`config.mk`:
```
export PLATFORM = sky130hd
export DESIGN_NAME = io_gpio_irq
export DESIGN_NICKNAME = d
export VERILOG_FILES = /design/src/rtl/io_gpio_irq.sv
export SDC_FILE = /design/constraint.sdc
export NUM_CORES = 1
export LEC_CHECK = 0
export CAP_MARGIN = 15
export CORE_AREA = 2 2 88 73
export CTS_CLUSTER_SIZE = 24
export DETAILED_ROUTE_END_ITERATION = 8
export DIE_AREA = 0 0 90 75
export GPL_ROUTABILITY_DRIVEN = 1
export PLACE_DENSITY = 0.76
export SLEW_MARGIN = 20
export SYNTH_ARGS = -nofsm -noshare
export SYNTH_HDL_FRONTEND = slang
export SYNTH_SLANG_ARGS = --single-unit
```
`constraint.sdc`:
```
create_clock -name clk -period 1.6 [get_ports clk]
set_input_delay 0.32 -clock clk [delete_from_list [all_inputs] [get_ports clk]]
set_output_delay 0.32 -clock clk [all_outputs]
set_load 0.05 [all_outputs]
```
`src/rtl/io_gpio_irq.sv`:
```
// GPIO edge-capture and interrupt block on the IO bus read-data chain.
// Define GPIO_IRQ_DEBOUNCE_EN to build the per-pin debounce counters and the DEBOUNCE register.
module io_gpio_irq (
  input  logic        clk,
  input  logic        rst,
  input  logic        dma_io_we,
  input  logic [15:2] dma_io_wadr,
  input  logic [31:0] dma_io_wdata,
  input  logic [15:2] dma_io_radr,
  input  logic        dma_io_radr_en,
  input  logic [31:0] dma_io_rdata_in,
  output logic [31:0] dma_io_rdata,
  input  logic [3:0]  gpio_in,
  output logic        gpio_irq
);

  localparam logic [15:2] ADR_IRQ_EN   = 14'h3F88;
  localparam logic [15:2] ADR_IRQ_EDGE = 14'h3F89;
  localparam logic [15:2] ADR_IRQ_STAT = 14'h3F8A;
  localparam logic [15:2] ADR_DEBOUNCE = 14'h3F8B;

  // Bus write decode
  logic we_en, we_edge, we_stat, we_deb;

  always_comb begin
    we_en   = dma_io_we && (dma_io_wadr == ADR_IRQ_EN);
    we_edge = dma_io_we && (dma_io_wadr == ADR_IRQ_EDGE);
    we_stat = dma_io_we && (dma_io_wadr == ADR_IRQ_STAT);
    we_deb  = dma_io_we && (dma_io_wadr == ADR_DEBOUNCE);
  end

  // Configuration registers
  logic [3:0] irq_en_q,   irq_en_d;
  logic [7:0] irq_edge_q, irq_edge_d;
  logic [7:0] debounce_rd;

  always_comb begin
    // NOTE: every always_comb output gets a default first so no path leaves it unassigned (no latch).
    irq_en_d   = irq_en_q;
    irq_edge_d = irq_edge_q;
    if (we_en)   irq_en_d   = dma_io_wdata[3:0];
    if (we_edge) irq_edge_d = dma_io_wdata[7:0];
  end

  // Pin synchronizer and debounce
  logic [3:0] sync1_q, sync1_d;
  logic [3:0] sync2_q, sync2_d;
  logic [3:0] stable_q, stable_d;
  logic [3:0] stable_dly_q, stable_dly_d;

  always_comb begin
    sync1_d      = gpio_in;
    sync2_d      = sync1_q;
    stable_dly_d = stable_q;
  end

`ifdef GPIO_IRQ_DEBOUNCE_EN
  logic [7:0]       debounce_q, debounce_d;
  logic [3:0][7:0]  cnt_q, cnt_d;

  always_comb begin
    debounce_d = debounce_q;
    if (we_deb) debounce_d = dma_io_wdata[7:0];
  end

  // A pin's stable level moves only after N+1 consecutive samples that disagree with it.
  always_comb begin
    stable_d = stable_q;
    cnt_d    = cnt_q;
    for (int i = 0; i < 4; i++) begin
      if (sync2_q[i] == stable_q[i]) begin
        cnt_d[i] = 8'd0;
      end else if (cnt_q[i] >= debounce_q) begin
        stable_d[i] = sync2_q[i];
        cnt_d[i]    = 8'd0;
      end else begin
        cnt_d[i] = cnt_q[i] + 8'd1;
      end
    end
  end

  always_ff @(posedge clk) begin
    if (rst) begin
      debounce_q <= 8'd0;
      cnt_q      <= '0;
    end else begin
      debounce_q <= debounce_d;
      cnt_q      <= cnt_d;
    end
  end

  assign debounce_rd = debounce_q;

  logic unused_wdata;
  assign unused_wdata = ^dma_io_wdata[31:8];
`else
  always_comb begin
    stable_d = sync2_q;
  end

  assign debounce_rd = 8'd0;

  logic unused_wdata;
  assign unused_wdata = ^{dma_io_wdata[31:8], we_deb};
`endif

  // Edge detect, sticky status and interrupt
  logic [3:0] rise, fall, set, clr;
  logic [3:0] stat_q, stat_d;
  logic       gpio_irq_q, gpio_irq_d;

  always_comb begin
    rise   = stable_q & ~stable_dly_q;
    fall   = ~stable_q & stable_dly_q;
    set    = (rise & irq_edge_q[3:0]) | (fall & irq_edge_q[7:4]);
    clr    = we_stat ? dma_io_wdata[3:0] : 4'd0;
    // Set is OR'd in after the clear so a new edge survives a coincident W1C.
    stat_d = (stat_q & ~clr) | set;
    gpio_irq_d = |(stat_q & irq_en_q);
  end

  assign gpio_irq = gpio_irq_q;

  // Read select pipeline
  logic re_en_dly_q,   re_en_dly_d;
  logic re_edge_dly_q, re_edge_dly_d;
  logic re_stat_dly_q, re_stat_dly_d;
  logic re_deb_dly_q,  re_deb_dly_d;

  always_comb begin
    re_en_dly_d   = dma_io_radr_en && (dma_io_radr == ADR_IRQ_EN);
    re_edge_dly_d = dma_io_radr_en && (dma_io_radr == ADR_IRQ_EDGE);
    re_stat_dly_d = dma_io_radr_en && (dma_io_radr == ADR_IRQ_STAT);
    re_deb_dly_d  = dma_io_radr_en && (dma_io_radr == ADR_DEBOUNCE);
  end

  always_comb begin
    dma_io_rdata = dma_io_rdata_in;
    if (re_en_dly_q)        dma_io_rdata = {28'd0, irq_en_q};
    else if (re_edge_dly_q) dma_io_rdata = {24'd0, irq_edge_q};
    else if (re_stat_dly_q) dma_io_rdata = {28'd0, stat_q};
    else if (re_deb_dly_q)  dma_io_rdata = {24'd0, debounce_rd};
  end

  // NOTE: sequential state uses non-blocking assignments so all flops update together at the edge.
  always_ff @(posedge clk) begin
    if (rst) begin
      irq_en_q      <= 4'd0;
      irq_edge_q    <= 8'd0;
      sync1_q       <= 4'd0;
      sync2_q       <= 4'd0;
      stable_q      <= 4'd0;
      stable_dly_q  <= 4'd0;
      stat_q        <= 4'd0;
      gpio_irq_q    <= 1'b0;
      re_en_dly_q   <= 1'b0;
      re_edge_dly_q <= 1'b0;
      re_stat_dly_q <= 1'b0;
      re_deb_dly_q  <= 1'b0;
    end else begin
      irq_en_q      <= irq_en_d;
      irq_edge_q    <= irq_edge_d;
      sync1_q       <= sync1_d;
      sync2_q       <= sync2_d;
      stable_q      <= stable_d;
      stable_dly_q  <= stable_dly_d;
      stat_q        <= stat_d;
      gpio_irq_q    <= gpio_irq_d;
      re_en_dly_q   <= re_en_dly_d;
      re_edge_dly_q <= re_edge_dly_d;
      re_stat_dly_q <= re_stat_dly_d;
      re_deb_dly_q  <= re_deb_dly_d;
    end
  end

endmodule
```
* After elaboration in Yosys (flattened, before gate mapping)
Index checks and enable logic that the tools add are counted.
** Cells by class
- Equality and inequality tests :: 7
- Multiplexer cells :: 5
- Bitwise gates (word level) :: 11
- Reductions and logical operators :: 8
** Operator list (number)
- $mux 32 :: 4
- $eq 14x14->1 const B :: 7
- $and 4x4->4 :: 6
- $not 4->4 :: 3
- $or 4x4->4 :: 2
- $logic_and 1x1->1 :: 7
- $mux 4 :: 1
- $reduce_or 4->1 :: 1
** Word-level totals
- Register bits :: 37
- Input port bits :: 100
- Output and inout bits :: 33
- Word-level logic and storage cells :: 43

* Logic depth before layout (Yosys ltp)
Gate-level depths: netlist of the first run.
- Word-level depth :: 6
- Gate-level depth with buffers :: 4

* Worst setup path after synthesis of the first run
No wires, ideal clock.
- Path type :: reg2out
- From :: register re_stat_dly_q
- To :: output dma_io_rdata[3]
- Arrival time :: 1858 ps
- Required time :: 1280 ps
- Path slack :: -578 ps
- Cell stages (with the launch flop) :: 4
- Path buffers :: 0
- Cell sequence :: dfxtp_1 > nor2_1 > a221oi_1 > o31ai_1
** On the way
- Longest elaborated chain between the ends :: 3
** RTL lines
- start, declared :: RTL line 127 : logic re_stat_dly_q, re_stat_dly_d;
- start signal, assigned :: RTL line 171 : re_stat_dly_q <= re_stat_dly_d;
- $mux 32 :: RTL line 141 : else if (re_stat_dly_q) dma_io_rdata = {28'd0, stat_q};
- $mux 32 :: RTL line 140 : else if (re_edge_dly_q) dma_io_rdata = {24'd0, irq_edge_q};
- $mux 32 :: RTL line 139 : if (re_en_dly_q) dma_io_rdata = {28'd0, irq_en_q};
- end, declared :: RTL line 12 : output logic [31:0] dma_io_rdata,
Every way passes these cells.

* Final worst setup path of the first run
- From :: register re_stat_dly_q
- To :: output dma_io_rdata[0]
The elaborated chain is that of the path after synthesis.

==> run_results.csv, run 1 <==
group,metric,value,unit
status,status,"complete, but fails checks",
status,violations,"negative setup slack",
worst_setup_path,criticalPathCategory,"flop to primary output",
cells_and_area,fin_util,61.5,%
clock_network,cts_tree,"built",
global_routing,grt_pass1_vias,1806,
yosys,muxShareOfSynthArea,6.76,%
cells_and_area,final_common_cell,"clkdlybuf4s50_1",
timing,worstMarginPinSlew,0.429,ns
worst_setup_path,worstPathRequired,1.28,ns
timing,max_slew_margin,71.4,%
clock_network,cts-htree-levels,2,
worst_setup_path,ff2ff_setup_slack,0.64,ns
global_routing,grt-ovfl-total,0,
run,cap_violations,0,
clock_network,clock_sinks,37,
floorplanning,dieArea,6750,µm²
route,drt_wl_total,5.54,mm
yosys,synth_compound_area_share,8.45,%
floorplanning,start_util,30.5,%
power,p_leak,1.46,nW
route,num_vias,1786,
route,avgRoutedWirePerCell,14.5,µm
yosys,synthAdderAreaFrac,0,%
min_path,hold_depth,1,
yosys,synth_top_family_by_area,"simple AND/OR/NAND/NOR gates",
yosys,ys_ff_latch,37,
place,port_buffers,108,
clock_network,clock_latency,0.29,ns
global_routing,grt_usage,17.1,%
yosys,synth_xor_area_share,0,%
cells_and_area,drive_gt1_share,31.9,%
floorplanning,std_cell_rows,25,
min_path,worstHoldPathType,"flop to flop",
cells_and_area,layout_common_cells,"clkdlybuf4s50_1, dfxtp_1, buf_12",
place,hpwlAfterDp,4.37,mm
timing,setup_violations,32,
yosys,seq_area_frac_synth,41.7,%
clock_network,cts_buffer_depth,2,
route,drc,0,
place,pre_cts_slack,-0.525,ns
timing,fmaxAchievable,0.547,GHz
route,viasPerCell,4.68,
route,drtIter0Drc,82,
timing,fin_crit_sh,114,%
worst_setup_path,ff2ff_path_depth,3,
worst_setup_path,worstPathMaxFanout,4,
cells_and_area,n_fill_cell,477,
floorplanning,die_x,90,µm
clock_network,numCtsBuffers,5,
timing,fin_skew,0.00523,ns
timing,timing.final.crit_period,1.83,ns
clock_network,holdBufCountCts,0,
cells_and_area,antennaDiodeCount,0,
clock_network,clockRootBuffer,"clkbuf_8",
cells_and_area,syn_to_final_growth,101,%
floorplanning,ios,133,
timing,rsz0062_at_grt,"true",
route,first_pass_iters,4,
yosys,syn_nets,284,
timing,hold_viol,0,
floorplanning,fp.dieH,75,µm
worst_setup_path,startpoint_type,"flop",
global_routing,grt_antenna_before_repair,0,
yosys,synth_area,1780,µm²
clock_network,clk_pin_slew,0.07,ns
route,ant_nets,0,
cells_and_area,nets,400,
timing,layout_setup_ws,-0.227,ns
place,place.gp.congestion,0.730,
global_routing,grt_start_max_net_pins,42,
timing,maxSlewViolCount,0,
yosys,postSynthAreaPerCell,9.66,µm²
floorplanning,core,5820,µm²
yosys,synth-simple-area-share,40.4,%
yosys,yosys_warnings,0,
yosys,synthCells,184,
power,vdd_drop_max,0.545,mV
power,power_density,679,nW/µm²
yosys,synthDistinctLibCells,30,
worst_setup_path,arrival,1.51,ns
worst_setup_path,cp-end-kind,"primary output",
global_routing,grt_pass1_wl,8.94,mm
-- final cells by class --
cell class	count	area, µm²	area share, %
tap	81	101	2.83
clock buffer	6	82.6	2.31
multi-input combinational	136	1120	31.2
timing repair buffer	118	1490	41.6
clock inverter	2	37.5	1.05
sequential	37	744	20.8
inverter	2	7.51	0.210
-- stage by stage --
stage	total power, mW	hold WS, ns	instances	cell area [µm²]	setup TNS [ns]
after detailed placement	1.62	0.420	373	3430	-9.87
final	2.43	0.436	382	3580	-5.97
after global placement	1.61	0.417	373	3430	-9.08
after floorplan	1.23	0.396	184	1920	-1.34
after CTS	2.45	0.439	382	3570	-6.17
after global routing	2.52	0.453	382	3580	-7.64
-- synth_stat cells --
master | n | area (µm²)
dfxtp_1 | 37 | 741
and2_1 | 24 | 150
nand2b_1 | 21 | 131
nor2b_1 | 21 | 131
mux2i_1 | 12 | 120
and3b_1 | 8 | 70.1
clkbuf_1 | 8 | 30.0
nor3_1 | 8 | 40.0
a211oi_1 | 4 | 30.0
a221oi_1 | 4 | 35.0
a22o_1 | 4 | 35.0
nand2_1 | 4 | 15.0
nor3b_1 | 4 | 30.0
o31ai_1 | 4 | 30.0
a22oi_1 | 2 | 15.0
inv_1 | 2 | 7.51
nand4_1 | 2 | 12.5
or4_4 | 2 | 22.5
or4bb_1 | 2 | 22.5
a21oi_1 | 1 | 5.00
buf_6 | 1 | 11.3
nand3_1 | 1 | 5.00
nand4b_1 | 1 | 8.76
nor2_1 | 1 | 3.75
nor4_1 | 1 | 6.26
nor4_2 | 1 | 12.5
nor4_4 | 1 | 21.3
or4b_1 | 1 | 10.0
or4b_2 | 1 | 10.0
or4b_4 | 1 | 13.8
-- cell families (layout without fill, tap and decap cells) --
group                  Yosys count  in the layout
AND/OR/NAND/NOR                105            105
flip-flops                      37             37
AO/OA/AOI/OAI                   19             19
multiplexers                    12             12
buffers and inverters           11            128
-- worst max-delay path, cell delays in order, from the launching register on --
cell and delay, ns:
dfxtp_2 0.35, buf_4 0.15, a221oi_1 0.42, o31ai_4 0.13, buf_12 0.16
-- final timing paths --
check,from,end
max,re_stat_dly_q$_SDFF_PP0_,dma_io_rdata[0]
min,stable_d[3]$_SDFF_PP0_,stable_dly_d[3]$_SDFF_PP0_
max reg2reg,stable_dly_d[3]$_SDFF_PP0_,stat_q[3]$_SDFF_PP0_
min reg2reg,stable_d[3]$_SDFF_PP0_,stable_dly_d[3]$_SDFF_PP0_
-- state kept, by name, indices dropped and copies added, names as in the netlist, 4 cells and up --
name and count:
irq_edge_q 8, irq_en_q 4, stable_d 4, stable_dly_d 4, stable_dly_q 4, stat_q 4, sync1_q 4
-- routing by layer --
| layer | share of wire (%) | vias up | GRT usage, % |
|---|---|---|---|
| li1 | - | 879 | - |
| met1 | 45 | 804 | 20.4 |
| met2 | 46 | 95 | 30.2 |
| met3 | 7.9 | 8 | 5.01 |
| met4 | 1.1 | 0 | 5.98 |
| met5 | 0 | - | 0 |
-- timing repair --
item	in CTS	in global routing
pin swaps	8	4
endpoints found under the setup margin	52	47
gates resized for setup	22	2
buffers inserted	1	0
hold endpoints to repair	0	0
cloned	0	0
-- power breakdown --
part	total [mW]	internal, mW	switching (mW)
registers	0.937	0.934	0.00348
logic	0.655	0.388	0.267
clock network	0.839	0.507	0.333
total	2.43	1.83	0.603
(Power assumes the default switching activity.)
==> inputs of run 2 (changes only) <==
--- a/config.mk
+++ b/config.mk
@@ -6,12 +6,14 @@
 export NUM_CORES = 1
 export LEC_CHECK = 0
 export CAP_MARGIN = 15
-export CORE_AREA = 2 2 88 73
+export CELL_PAD_IN_SITES_DETAIL_PLACEMENT = 0
+export CELL_PAD_IN_SITES_GLOBAL_PLACEMENT = 1
+export CORE_AREA = 2 2 106 88
 export CTS_CLUSTER_SIZE = 24
 export DETAILED_ROUTE_END_ITERATION = 8
-export DIE_AREA = 0 0 90 75
+export DIE_AREA = 0 0 108 90
 export GPL_ROUTABILITY_DRIVEN = 1
-export PLACE_DENSITY = 0.76
+export PLACE_DENSITY_LB_ADDON = 0.1
 export SLEW_MARGIN = 20
 export SYNTH_ARGS = -nofsm -noshare
 export SYNTH_HDL_FRONTEND = slang
==> run_results.csv, run 2 (synthesis gave the netlist of run 1 again) <==
group,metric,value,unit
cells_and_area,antennaDiodeCount,0,
timing,maxSlewViolCount,0,
global_routing,grt_start_max_net_pins,42,
floorplanning,ios,133,
route,route.met3.wl,397,µm
timing,setup_violations,32,
cells_and_area,largest-register,"irq_edge_q",
status,violations,"negative setup slack",
clock_network,clock_sinks,37,
global_routing,grt_pass1_vias,1762,
cells_and_area,layoutNonFillerInstCount,422,
power,switchingPower,610,µW
worst_setup_path,startpoint_type,"flop",
route,drtIter0Drc,51,
route,ant_nets,0,
cells_and_area,n_fill_cell,826,
worst_setup_path,worstPathRequired,1.28,ns
timing,worstMarginPinSlew,0.368,ns
timing,fmaxAchievable,0.544,GHz
route,viasPerCell,4.14,
cells_and_area,fin_util,43.0,%
worst_setup_path,arrival,1.52,ns
worst_setup_path,critical_path.max_stage_delay,0.37,ns
cells_and_area,final-seq-area,749,µm²
clock_network,cts_tree,"built",
power,vdd_drop_max,0.355,mV
timing,layout_setup_ws,-0.240,ns
timing,max_slew_margin,75.5,%
clock_network,cts-htree-levels,2,
power,p_comb_share,27.6,%
power,clockPowerShare,33.5,%
timing,rsz0062_at_grt,"true",
floorplanning,fp.dieH,90,µm
min_path,worstHoldPathType,"flop to flop",
cells_and_area,fin_area,3750,µm²
power,internal_power,1.79,mW
global_routing,grt_usage,12.3,%
clock_network,numCtsBuffers,5,
timing,holdWs,0.437,ns
clock_network,clk_pin_slew,0.08,ns
route,first_pass_iters,4,
timing,fin_skew,0.00637,ns
power,p_leak,1.52,nW
power,power_density,640,nW/µm²
place,port_buffers,108,
cells_and_area,final_common_cell,"clkdlybuf4s50_1",
cells_and_area,layout_common_cells,"clkdlybuf4s50_1, dfxtp_1, buf_12",
route,drt_wl_total,6.01,mm
cells_and_area,nets,406,
clock_network,holdBufCountCts,0,
place,placed_area,3480,µm²
worst_setup_path,slowest_stage,"dfxtp_4",
floorplanning,core,8730,µm²
cells_and_area,largest_reg_flops,8,
route,drt-met1-wl,2.83,mm
route,drc,0,
global_routing,grt_antenna_before_repair,0,
worst_setup_path,path_cells,"nor4_4 > buf_6 > buf_12 > and2_2 > buf_12",
status,status,"complete, but fails checks",
clock_network,clockRootBuffer,"clkbuf_8",
floorplanning,dieArea,9720,µm²
cells_and_area,multi_input_area,1180,µm²
global_routing,grt-ovfl-total,0,
floorplanning,std_cell_rows,31,
route,top_layer,"met4",
route,routed-wl-met2,2.74,mm
timing,timing.final.crit_period,1.84,ns
worst_setup_path,cpMostUsedCell,"buf_12",
floorplanning,start_util,20.4,%
power,sequentialPowerShare,38.9,%
power,switching_share,25.4,%
route,avgRoutedWirePerCell,14.2,µm
worst_setup_path,worstPathMaxFanout,14,
clock_network,clock_latency,0.29,ns
worst_setup_path,cp-end-kind,"primary output",
place,dp.cells,408,
cells_and_area,syn_to_final_growth,111,%
run,cap_violations,0,
route,num_vias,1745,
clock_network,cts_buffer_depth,2,
cells_and_area,drive_gt1_share,35.5,%
timing,fin_crit_sh,115,%
global_routing,grt_pass1_wl,9.40,mm
place,place.gp.congestion,0.727,
worst_setup_path,criticalPathCategory,"flop to primary output",
place,hpwlAfterDp,4.59,mm
timing,hold_viol,0,
floorplanning,die_x,108,µm
place,pre_cts_slack,-0.487,ns
==> run 2: cell count changes in the layout (fill, tap and decap cells not counted), sizes merged <==
cell / previous run / this run
clkinv: 0 / 1
clkinvlp: 1 / 0
buf: 43 / 47
clkbuf: 6 / 12
dlygate4sd2: 8 / 4
==> run 2: area by class of cell <==
type	count	share of cell area (%)
Clock buffer	6	1.93
Clock inverter	2	1.03
Inverter	2	0.200
Multi-Input combinational cell	136	31.5
Sequential cell	37	20.0
Tap cell	115	3.83
Timing Repair Buffer	124	41.5
==> run 2: critical path: cells and delay by family (launching register included) <==
kind | cells | cell delay (ns)
flops | 1 | 0.37
buf+inv | 3 | 0.43
simple gates | 2 | 0.43
==> run 2: through the flow <==
| stage | TNS, ns | power, mW |
|---|---|---|
| after floorplan | -1.34 | 1.23 |
| after global placement | -9.09 | 1.62 |
| after detailed placement | -9.55 | 1.62 |
| after CTS | -6.93 | 2.43 |
| after global routing | -8.70 | 2.50 |
| final | -6.77 | 2.40 |
==> run 2: path summary, 6_finish.rpt <==
kind	from	slack, ns	end	depth (start not counted)
min reg2reg	stable_d[0]$_SDFF_PP0_	0.44	stable_dly_d[0]$_SDFF_PP0_	1
max reg2reg	stable_dly_d[0]$_SDFF_PP0_	0.64	stat_q[0]$_SDFF_PP0_	3
max	re_stat_dly_q$_SDFF_PP0_	-0.24	dma_io_rdata[9]	5
min	stable_d[0]$_SDFF_PP0_	0.44	stable_dly_d[0]$_SDFF_PP0_	1
==> run 2: routing by layer <==
metal	GRT usage (%)	up-vias
li1	-	892
met5	0	-
met4	2.67	0
met1	16.4	803
met3	3.99	5
met2	19.2	45
==> run 2: timing repair <==
item	4_1_cts	5_1_grt
gates resized for setup	28	21
buffers inserted	2	3
hold endpoints to repair	0	0
gates cloned	0	2
pin swaps	9	10
endpoints found under the setup margin	52	44
==> run 2: power by group through the flow <==
stage	clock network [mW]	registers [mW]	logic, mW
after floorplan	0	0.958	0.268
after global placement	0	0.959	0.664
after detailed placement	0	0.959	0.666
after CTS	0.827	0.936	0.663
after global routing	0.874	0.936	0.693
final	0.805	0.934	0.662
